### src/rtl/vip_color_pkg.sv
// Shared colour-space constants and helpers for the video IP blocks.
// Holds both BT.601 coefficient sets (full range and limited range), the
// Q8 rounding constant and shift, and the unsigned 8-bit clip function.
package vip_color_pkg;

    // Q8 fixed-point rounding: add half an LSB, then shift right by 8.
    localparam int unsigned         Q_SHIFT = 8;
    localparam logic signed [19:0]  Q_ROUND = 20'sd128;

    // Full-range BT.601 (Y scaled by 256, offsets about 128).
    localparam int FR_Y_OFS = 0;
    localparam int FR_K_Y   = 256;
    localparam int FR_K_RV  = 359;
    localparam int FR_K_GU  = 88;
    localparam int FR_K_GV  = 183;
    localparam int FR_K_BU  = 454;

    // Limited-range BT.601 (Y 16..235, chroma 16..240).
    localparam int LR_Y_OFS = 16;
    localparam int LR_K_Y   = 298;
    localparam int LR_K_RV  = 409;
    localparam int LR_K_GU  = 100;
    localparam int LR_K_GV  = 208;
    localparam int LR_K_BU  = 517;

    // Widths used through the conversion pipeline.
    typedef logic signed [8:0]  ofs_t;
    typedef logic signed [10:0] coef_t;
    typedef logic signed [17:0] prod_t;
    typedef logic signed [19:0] sum_t;

    typedef struct packed {
        logic [7:0] r;
        logic [7:0] g;
        logic [7:0] b;
    } rgb_t;

    // Clamp a signed intermediate into 0..255.
    function automatic logic [7:0] clip_u8(input sum_t v);
        logic [7:0] res;
        if (v < 0) begin
            res = 8'd0;
        end else if (v > 20'sd255) begin
            res = 8'd255;
        end else begin
            res = v[7:0];
        end
        return res;
    endfunction

endpackage

### src/rtl/vip_ycbcr2rgb_if.sv
// Pixel stream interface for vip_ycbcr2rgb: YCbCr in with frame/line syncs,
// RGB888 out with the syncs delayed to match.
interface vip_ycbcr2rgb_if;

    logic       per_img_vsync;
    logic       per_img_href;
    logic [7:0] per_img_y;
    logic [7:0] per_img_cb;
    logic [7:0] per_img_cr;

    logic       post_img_vsync;
    logic       post_img_href;
    logic [7:0] post_img_red;
    logic [7:0] post_img_green;
    logic [7:0] post_img_blue;

    // Source side: drives YCbCr, observes RGB.
    modport master (
        output per_img_vsync, per_img_href, per_img_y, per_img_cb, per_img_cr,
        input  post_img_vsync, post_img_href, post_img_red, post_img_green, post_img_blue
    );

    // Converter side.
    modport slave (
        input  per_img_vsync, per_img_href, per_img_y, per_img_cb, per_img_cr,
        output post_img_vsync, post_img_href, post_img_red, post_img_green, post_img_blue
    );

endinterface

### src/rtl/vip_ycbcr2rgb.sv
// BT.601 YCbCr 4:4:4 to RGB888 converter, three registered stages, no stalls.
//   S1: remove offsets (Cb-128, Cr-128, and Y-16 in limited range)
//   S2: register all coefficient products
//   S3: sum, round, >>8, saturate, optionally blank outside href
// Build option: define YCBCR2RGB_LIMITED_RANGE_EN for limited-range
// (16-235 / 16-240) input; otherwise full-range coefficients are used.
module vip_ycbcr2rgb
    import vip_color_pkg::*;
#(
    parameter bit BLANK_ZERO = 1'b1
) (
    input  logic              clk,
    input  logic              rst_n,
    vip_ycbcr2rgb_if.slave    vif
);

`ifdef YCBCR2RGB_LIMITED_RANGE_EN
    localparam int Y_OFS = LR_Y_OFS;
    localparam int K_Y   = LR_K_Y;
    localparam int K_RV  = LR_K_RV;
    localparam int K_GU  = LR_K_GU;
    localparam int K_GV  = LR_K_GV;
    localparam int K_BU  = LR_K_BU;
`else
    localparam int Y_OFS = FR_Y_OFS;
    localparam int K_Y   = FR_K_Y;
    localparam int K_RV  = FR_K_RV;
    localparam int K_GU  = FR_K_GU;
    localparam int K_GV  = FR_K_GV;
    localparam int K_BU  = FR_K_BU;
`endif

    localparam coef_t C_Y  = coef_t'(K_Y);
    localparam coef_t C_RV = coef_t'(K_RV);
    localparam coef_t C_GU = coef_t'(K_GU);
    localparam coef_t C_GV = coef_t'(K_GV);
    localparam coef_t C_BU = coef_t'(K_BU);
    localparam logic [8:0] Y_OFS_9 = 9'(Y_OFS);

    // Stage 1 registers
    ofs_t  y_s1, cb_s1, cr_s1;
    // Stage 2 registers
    prod_t p_y_s2, p_rv_s2, p_gu_s2, p_gv_s2, p_bu_s2;
    // Stage 3 registers
    rgb_t  rgb_s3;
    // Sync delay lines, bit 2 is the output stage
    logic [2:0] vs_sr, hs_sr;

    sum_t sum_r, sum_g, sum_b;
    sum_t shr_r, shr_g, shr_b;
    logic blank;

    // S1: strip the offsets; the pipeline runs every cycle independent of href.
    always_ff @(posedge clk or negedge rst_n) begin
        if (!rst_n) begin
            y_s1  <= '0;
            cb_s1 <= '0;
            cr_s1 <= '0;
        end else begin
            y_s1  <= $signed({1'b0, vif.per_img_y}  - Y_OFS_9);
            cb_s1 <= $signed({1'b0, vif.per_img_cb} - 9'd128);
            cr_s1 <= $signed({1'b0, vif.per_img_cr} - 9'd128);
        end
    end

    // S2: coefficient products, signed 18 bits covers the worst case of both ranges.
    always_ff @(posedge clk or negedge rst_n) begin
        if (!rst_n) begin
            p_y_s2  <= '0;
            p_rv_s2 <= '0;
            p_gu_s2 <= '0;
            p_gv_s2 <= '0;
            p_bu_s2 <= '0;
        end else begin
            p_y_s2  <= prod_t'(y_s1)  * prod_t'(C_Y);
            p_rv_s2 <= prod_t'(cr_s1) * prod_t'(C_RV);
            p_gu_s2 <= prod_t'(cb_s1) * prod_t'(C_GU);
            p_gv_s2 <= prod_t'(cr_s1) * prod_t'(C_GV);
            p_bu_s2 <= prod_t'(cb_s1) * prod_t'(C_BU);
        end
    end

    // S3 arithmetic: sign-extended 20-bit sums cannot wrap for any 8-bit input.
    always_comb begin
        sum_r = sum_t'(p_y_s2) + sum_t'(p_rv_s2) + Q_ROUND;
        sum_g = sum_t'(p_y_s2) - sum_t'(p_gu_s2) - sum_t'(p_gv_s2) + Q_ROUND;
        sum_b = sum_t'(p_y_s2) + sum_t'(p_bu_s2) + Q_ROUND;
        shr_r = sum_r >>> Q_SHIFT;
        shr_g = sum_g >>> Q_SHIFT;
        shr_b = sum_b >>> Q_SHIFT;
        // hs_sr[1] is the href that lands in the output stage with this data.
        blank = BLANK_ZERO && !hs_sr[1];
    end

    // S3: saturate and register the RGB result, zeroed during blanking if enabled.
    always_ff @(posedge clk or negedge rst_n) begin
        if (!rst_n) begin
            rgb_s3 <= '0;
        end else if (blank) begin
            rgb_s3 <= '0;
        end else begin
            rgb_s3.r <= clip_u8(shr_r);
            rgb_s3.g <= clip_u8(shr_g);
            rgb_s3.b <= clip_u8(shr_b);
        end
    end

    // Syncs ride a 3-deep shift register so they stay aligned with S3.
    always_ff @(posedge clk or negedge rst_n) begin
        if (!rst_n) begin
            vs_sr <= '0;
            hs_sr <= '0;
        end else begin
            vs_sr <= {vs_sr[1:0], vif.per_img_vsync};
            hs_sr <= {hs_sr[1:0], vif.per_img_href};
        end
    end

    assign vif.post_img_vsync = vs_sr[2];
    assign vif.post_img_href  = hs_sr[2];
    assign vif.post_img_red   = rgb_s3.r;
    assign vif.post_img_green = rgb_s3.g;
    assign vif.post_img_blue  = rgb_s3.b;

endmodule

### src/flat_wrapper.sv
// flat-port wrapper written by rule: the top's interface ports become plain ports
module vip_ycbcr2rgb_flat import vip_color_pkg::*;
#(
    parameter bit BLANK_ZERO = 1'b1
)
  (clk, rst_n, vif_per_img_vsync, vif_per_img_href, vif_per_img_y, vif_per_img_cb, vif_per_img_cr, vif_post_img_vsync, vif_post_img_href, vif_post_img_red, vif_post_img_green, vif_post_img_blue);
  vip_ycbcr2rgb_if vif_i ();
  input  logic clk;
  input  logic rst_n;
  input wire logic [$bits(vif_i.per_img_vsync)-1:0] vif_per_img_vsync;
  input wire logic [$bits(vif_i.per_img_href)-1:0] vif_per_img_href;
  input wire logic [$bits(vif_i.per_img_y)-1:0] vif_per_img_y;
  input wire logic [$bits(vif_i.per_img_cb)-1:0] vif_per_img_cb;
  input wire logic [$bits(vif_i.per_img_cr)-1:0] vif_per_img_cr;
  output wire logic [$bits(vif_i.post_img_vsync)-1:0] vif_post_img_vsync;
  output wire logic [$bits(vif_i.post_img_href)-1:0] vif_post_img_href;
  output wire logic [$bits(vif_i.post_img_red)-1:0] vif_post_img_red;
  output wire logic [$bits(vif_i.post_img_green)-1:0] vif_post_img_green;
  output wire logic [$bits(vif_i.post_img_blue)-1:0] vif_post_img_blue;
  assign vif_i.per_img_vsync = vif_per_img_vsync;
  assign vif_i.per_img_href = vif_per_img_href;
  assign vif_i.per_img_y = vif_per_img_y;
  assign vif_i.per_img_cb = vif_per_img_cb;
  assign vif_i.per_img_cr = vif_per_img_cr;
  assign vif_post_img_vsync = vif_i.post_img_vsync;
  assign vif_post_img_href = vif_i.post_img_href;
  assign vif_post_img_red = vif_i.post_img_red;
  assign vif_post_img_green = vif_i.post_img_green;
  assign vif_post_img_blue = vif_i.post_img_blue;
  vip_ycbcr2rgb #(.BLANK_ZERO(BLANK_ZERO)) u_core (.clk(clk), .rst_n(rst_n), .vif(vif_i));
endmodule
### config.mk
export PLATFORM = sky130hd
export DESIGN_NAME = vip_ycbcr2rgb_flat
export DESIGN_NICKNAME = d
export VERILOG_FILES = /design/src/rtl/vip_color_pkg.sv /design/src/rtl/vip_ycbcr2rgb_if.sv /design/src/rtl/vip_ycbcr2rgb.sv /design/src/flat_wrapper.sv
export SDC_FILE = /design/constraint.sdc
export NUM_CORES = 1
export LEC_CHECK = 0
export BUFFER_PORTS_ARGS = -buffer_cell sky130_fd_sc_hd__buf_4
export CAP_MARGIN = 30
export CORE_MARGIN = 3
export CORE_UTILIZATION = 40
export CTS_BUF_LIST = sky130_fd_sc_hd__clkbuf_8
export CTS_CLUSTER_SIZE = 14
export DETAILED_ROUTE_END_ITERATION = 8
export PLACE_DENSITY = 0.68
export SYNTH_ARGS = -nofsm -noshare
export SYNTH_HDL_FRONTEND = slang
export SYNTH_SLANG_ARGS = --single-unit
export TNS_END_PERCENT = 5
### constraint.sdc
create_clock -name clk -period 11.3 [get_ports clk]
set_input_delay 0.565 -clock clk [delete_from_list [all_inputs] [get_ports clk]]
set_output_delay 0.565 -clock clk [all_outputs]
set_load 0.05 [all_outputs]
---- Yosys cells after proc, flatten, opt, wreduce, memory -nomap -nowiden ----
Cells that the tools add are included.
cells by class
  add/sub/neg operators ................... 9
  $mul .................................... 4
  magnitude comparators ................... 6
  muxes and demuxes ....................... 7
operators with widths
  operator               number
  $mux 8                 6
  $add 19x9->20 const B  2
  $add 17x18->19         2
  $gt 12x9->1 const B    3
  $lt 12x1->1 const B    3
  $mux 24                1
  $add 20x9->20 const B  1
  $sub 18x18->19         1
  $mul 9x10->18 const B  1
  $mul 9x9->18 const B   1
  $sub 17x17->18         1
  $sub 8x8->9 const B    2
  $mul 9x9->17 const B   1
  $mul 9x5->14 const B   1
word-level totals
  bits in registers ....................... 131
  input bits .............................. 28
  output and inout bits ................... 26
  word-level logic and storage cells ...... 39

---- Longest topological paths before layout ----
  depth after elaboration ................. 7
  depth in mapped cells ................... 18
  mapped depth without buffers ............ 18

---- Worst setup path after synthesis ----
OpenSTA, ideal clock, no wires.
  path type ............................... register to register
  start point ............................. register u_core.cr_s1[7]
  end point ............................... register u_core.p_rv_s2[17]
  library setup time ...................... 134 ps
  arrival ................................. 4727 ps
  data required time ...................... 11166 ps
  slack ................................... 6439 ps
  cell stages (with the launch flop) ...... 17
  buffers on the path ..................... 1
  clock period less this slack ............ 4861 ps
  cell sequence ........................... dfrtp_1 clkbuf_1 inv_1 ha_1 ha_1 inv_1 fa_1 inv_1 fa_1 fa_1 ha_1 nor2b_1 o41a_1 a41o_1 o41ai_2 o21ba_2 xnor2_1
between the ends
  cells in the longest elaborated chain, start to end .. 1
RTL lines
  item                      line                 source
  start: declaration        vip_ycbcr2rgb.sv:41  ofs_t y_s1, cb_s1, cr_s1;
  start signal: assignment  vip_ycbcr2rgb.sv:62  cr_s1 <= $signed({1'b0, vif.per_img_cr} - 9'd128);
  $mul 9x10->18             vip_ycbcr2rgb.sv:76  p_rv_s2 <= prod_t'(cr_s1) * prod_t'(C_RV);
  end signal: assignment    vip_ycbcr2rgb.sv:76
  end: declaration          vip_ycbcr2rgb.sv:43  prod_t p_y_s2, p_rv_s2, p_gu_s2, p_gv_s2, p_bu_s2;
No other way between the ends.

---- Final worst setup path ----
  start point ............................. register u_core.cr_s1[5]
  end point ............................... register u_core.p_rv_s2[17]
The elaborated chain is that of the path after synthesis.

==> impl_summary.md <==
Placed design
The post-DP HPWL is 16190 microns. After detailed placement, the design holds a cell count of 1315. The count of buffers inserted at the top-level ports is 53. The congestion estimate from routability-driven global placement came to 0.8705.

Floorplan
The x dimension of the die is 163.4 microns. The floorplan has 56 rows. The area of the core region is 23890 sq um. The die covers 26690 sq um.

54 I/O pins were placed. The floorplan die height is 163.4 microns. The initial standard-cell utilization of the core is 41.46%.

Clock tree
TritonCTS built the clock tree. The largest buffer count on any clock path is 2. The later-pin clock latency in the skew report is 0.45 ns. The clock drives 116 sinks. The root cell of the clock tree is clkbuf_8. The number of gates resized after CTS was 0. The post-CTS setup buffer count is 0. The H-tree generated during clock tree synthesis spans 4 levels. Buffers inserted to repair hold after CTS numbered 0. The clock-pin slew on the worst setup and hold paths is 0.08 ns. The number of buffers inserted during clock tree synthesis is 17.

STA
In the finished design, the share of the clock period the worst path needs comes to 43.71%. The final number of setup-violating endpoints is 0. Setup repair after global routing left no endpoint under its margin. The worst path in the final design needs a cycle of 4.940 ns, including I/O delays and setup.

The total count of hold-check failures in the final report is 0. The worst slew slack as a fraction of its limit is 46.76%. For this run, the top clock speed supported by timing is 202.4 MHz.

Setup total negative slack on the finished layout was measured at 0 ns. The clock skew is 0.01211 ns. The max-slew violation count is 0. For the pin with the worst max-slew slack, the measured transition is 0.7985 ns.

Layout
The total inserted antenna cells is 0. The area growth from synthesis to layout is 11.87%. The share of post-route cells with drive strength above 1 is 11.48%. For this run, the number of standard cells in the final layout without fillers is 1347.

The library cells used most frequently in the layout, excluding fill and tap cells, are 193 x inv_1, 176 x ha_1, 116 x dfrtp_1, 69 x fa_1, 59 x xnor2_1. The most common cell after layout, fill and taps aside is inv_1. Summing all flip-flop and latch instances after layout gives 2903 sq um. The layout has 2219 filler cells. The net count reported at finish is 1288.

The area used by multi-input combinational logic is 6238 sq um.

Route
After detailed routing, the total wire length is 19810 microns. The number of iterations in the first detailed-routing pass is 6. Using the TritonRoute via totals, the vias-per-cell ratio works out to 4.856. The post-detailed-route DRC marker count is 0.

The average wire per cell in the routed design is 14.71 microns. The total via count in the routed design is 6541. In this run the remaining antenna-violating nets after routing total 0. The detailed router finished its first iteration with 285 violations.

Global routing
The via count of the first global-routing pass came to 6748. Global routing used 3.196% of the available met3 tracks. Global routing consumed, over all layers together, 15.87% of the routing resources. The first global-routing pass estimated 33130 microns of wire. Entering global routing, the biggest net connects 68 pins. The most heavily used metal layer in global routing is met2. The number of antenna violations at the first check in global routing was 0. The met2 global-route usage is 25.26%. For this run, global-route usage on met1 was measured as 21.74%. The leftover overflow at the end of global routing is 0.

Critical path
Along the worst path, the maximum fanout reaches 10. The critical path is of the reg -> reg type. Setup slack on the worst reg-to-reg path comes out at 6.36 ns. The largest single stage delay on the critical path is 0.56 ns. Among all stages on the critical path, the largest delay is contributed by dfrtp_1. The critical path required time is 11.67 ns.

The critical path capture point type is a register. The cell occurring most often along the worst timing path is ha_1. The kind of cell with the highest combined delay along the critical path is adder cells. Traced cell by cell, the critical path runs through fa_1 -> ha_1 -> ha_1 -> inv_1 -> fa_1 -> inv_1 -> ha_1 -> ha_1 -> and4b_1 -> a31o_2 -> a21oi_1 -> nor2b_1 -> o41a_1 -> a41o_1 -> o41ai_2 -> o21ba_2 -> xnor2_1. The count of buffer and inverter cells on the critical path is 2. STA puts the critical path data arrival time at 5.31 ns.

The critical path launch point type is a register.

Synthesis
After synthesis, flip-flops and latches occupy 29.30% of the total area. The number of synthesized flops with an enable pin is 0. In this run, synthesis produced a sequential element count of 116.

The count of mapped cells out of synthesis is 949. The main flop type after synthesis is dfrtp_1. The count of warnings emitted by yosys is 0. The distinct cell type count of the synthesized netlist is 70. The mapped cell area is 9907 sq um. The async set or reset register ratio after synthesis is 100.0%. When the netlist entered floorplanning its net count stood at 1222. A synthesized cell averages 10.44 sq um.

Min path
The class of the tightest hold or removal check is in -> async.

Power and ir drop
The post-route total power is 3.097 mW. The power per cell area is 279.5 nW/um^2. VDD sags by at most 0.1574 mV. The cell leakage power is 5.752 nW.

Outcome
The run finished with clean final reports.

Job
The tool flagged a number of max-cap violations equal to 0.
-- cell families after synthesis --
family,Yosys count,share of synthesized area (%)
compound gates,177,12.71
xor+xnor,84,7.426
fa+ha+maj,245,36.17
buf+inv,201,7.729
flops,116,29.30
mux,6,0.6062
simple gates,120,6.062
-- worst paths after layout --
| path | startpoint | to | cells after the start |
|---|---|---|---|
| setup reg to reg | u_core.cr_s1[5] | u_core.p_rv_s2[17] | 17 |
| hold reg to reg | u_core.y_s1[0] | u_core.p_y_s2[8] | 0 |
| hold / removal | rst_n | u_core.vif.post_img_blue[1] | 1 |
| setup / recovery | u_core.cr_s1[5] | u_core.p_rv_s2[17] | 17 |
| max in group asynchronous | rst_n | u_core.p_gu_s2[15] | 2 |
| min in group clk | vif_per_img_y[6] | u_core.y_s1[6] | 1 |
-- cells in the mapped netlist (2+ instances only) --
cell	instances	area, sq um
inv_1	192	720.7
ha_1	176	2202
dfrtp_1	116	2903
fa_1	69	1381
xnor2_1	59	516.8
a21oi_1	54	270.3
nor2_1	38	142.6
nand2_1	25	93.84
xor2_1	25	219.0
a21o_1	20	150.1
o21ai_0	18	90.09
o21bai_1	15	112.6
o21a_1	13	97.59
nand3_1	11	55.05
nor3_1	10	50.05
a31oi_1	7	43.79
nor2b_1	7	43.79
mux2i_1	6	60.06
o211ai_1	6	45.04
clkbuf_1	5	18.77
or2_2	5	31.28
and2_1	4	25.02
o221ai_1	4	35.03
a31o_2	3	26.28
buf_2	3	15.01
nand2b_1	3	18.77
nand4_1	3	18.77
o41a_1	3	33.78
a21oi_2	2	17.52
nor4b_1	2	17.52
o2111a_1	2	22.52
o21ai_1	2	10.01
o21ba_2	2	20.02
o22ai_1	2	12.51
o31ai_1	2	15.01
-- worst register-to-register path, stage by stage, from the launching register on --
cell     delay, ns
dfrtp_1       0.56
fa_1          0.49
ha_1          0.29
ha_1          0.27
inv_1         0.05
fa_1          0.52
inv_1         0.05
ha_1          0.28
ha_1          0.28
and4b_1       0.20
a31o_2        0.27
a21oi_1       0.23
nor2b_1       0.09
o41a_1        0.37
a41o_1        0.31
o41ai_2       0.30
o21ba_2       0.19
xnor2_1       0.11
-- power by group --
part / switching [mW] / total [mW] / internal, mW
registers: 0.0642 / 0.607 / 0.543
clock network: 0.189 / 0.393 / 0.204
logic: 1.22 / 2.10 / 0.876
-- registers in the layout, indices dropped and copies added, names as in the netlist --
signal and cells:
u_core.p_gv_s2 16, u_core.p_y_s2 8, u_core.vif.post_img_blue 8, u_core.vif.post_img_green 8
u_core.vs_sr 3, u_core.hs_sr 3, u_core.p_bu_s2 11, u_core.y_s1 8
u_core.p_rv_s2 13, u_core.vif.post_img_red 8, u_core.p_gu_s2 14, u_core.cb_s1 8
u_core.cr_s1 8
-- final cells by class --
class | count | area share [%]
Sequential cell | 116 | 26.19
Clock buffer | 18 | 2.235
Clock inverter | 14 | 1.389
Inverter | 192 | 6.503
Tap cell | 319 | 3.601
Multi-Input combinational cell | 632 | 56.29
Timing Repair Buffer | 56 | 3.793
-- per-layer routing --
layer,up-vias,share of wire (%),routed length [microns]
li1,3271,-,-
met1,3129,47,9382
met2,113,46,9110
met3,28,4.6,902
met4,0,2.1,418
met5,-,0,0
-- stage by stage --
step | utilization (%) | hold slack, ns | instance area, sq um | setup WS (ns)
after floorplan | - | 0.2694 | 9907 | 6.439
after global placement | 44.71 | 0.3314 | 10680 | 6.439
after detailed placement | 44.71 | 0.3356 | 10680 | 6.372
after CTS | 46.39 | 0.1498 | 11080 | 6.344
after global routing | 46.39 | 0.1796 | 11080 | 6.049
final | 46.39 | 0.1388 | 11080 | 6.360
Note: power is estimated with default switching activity, not from simulation.
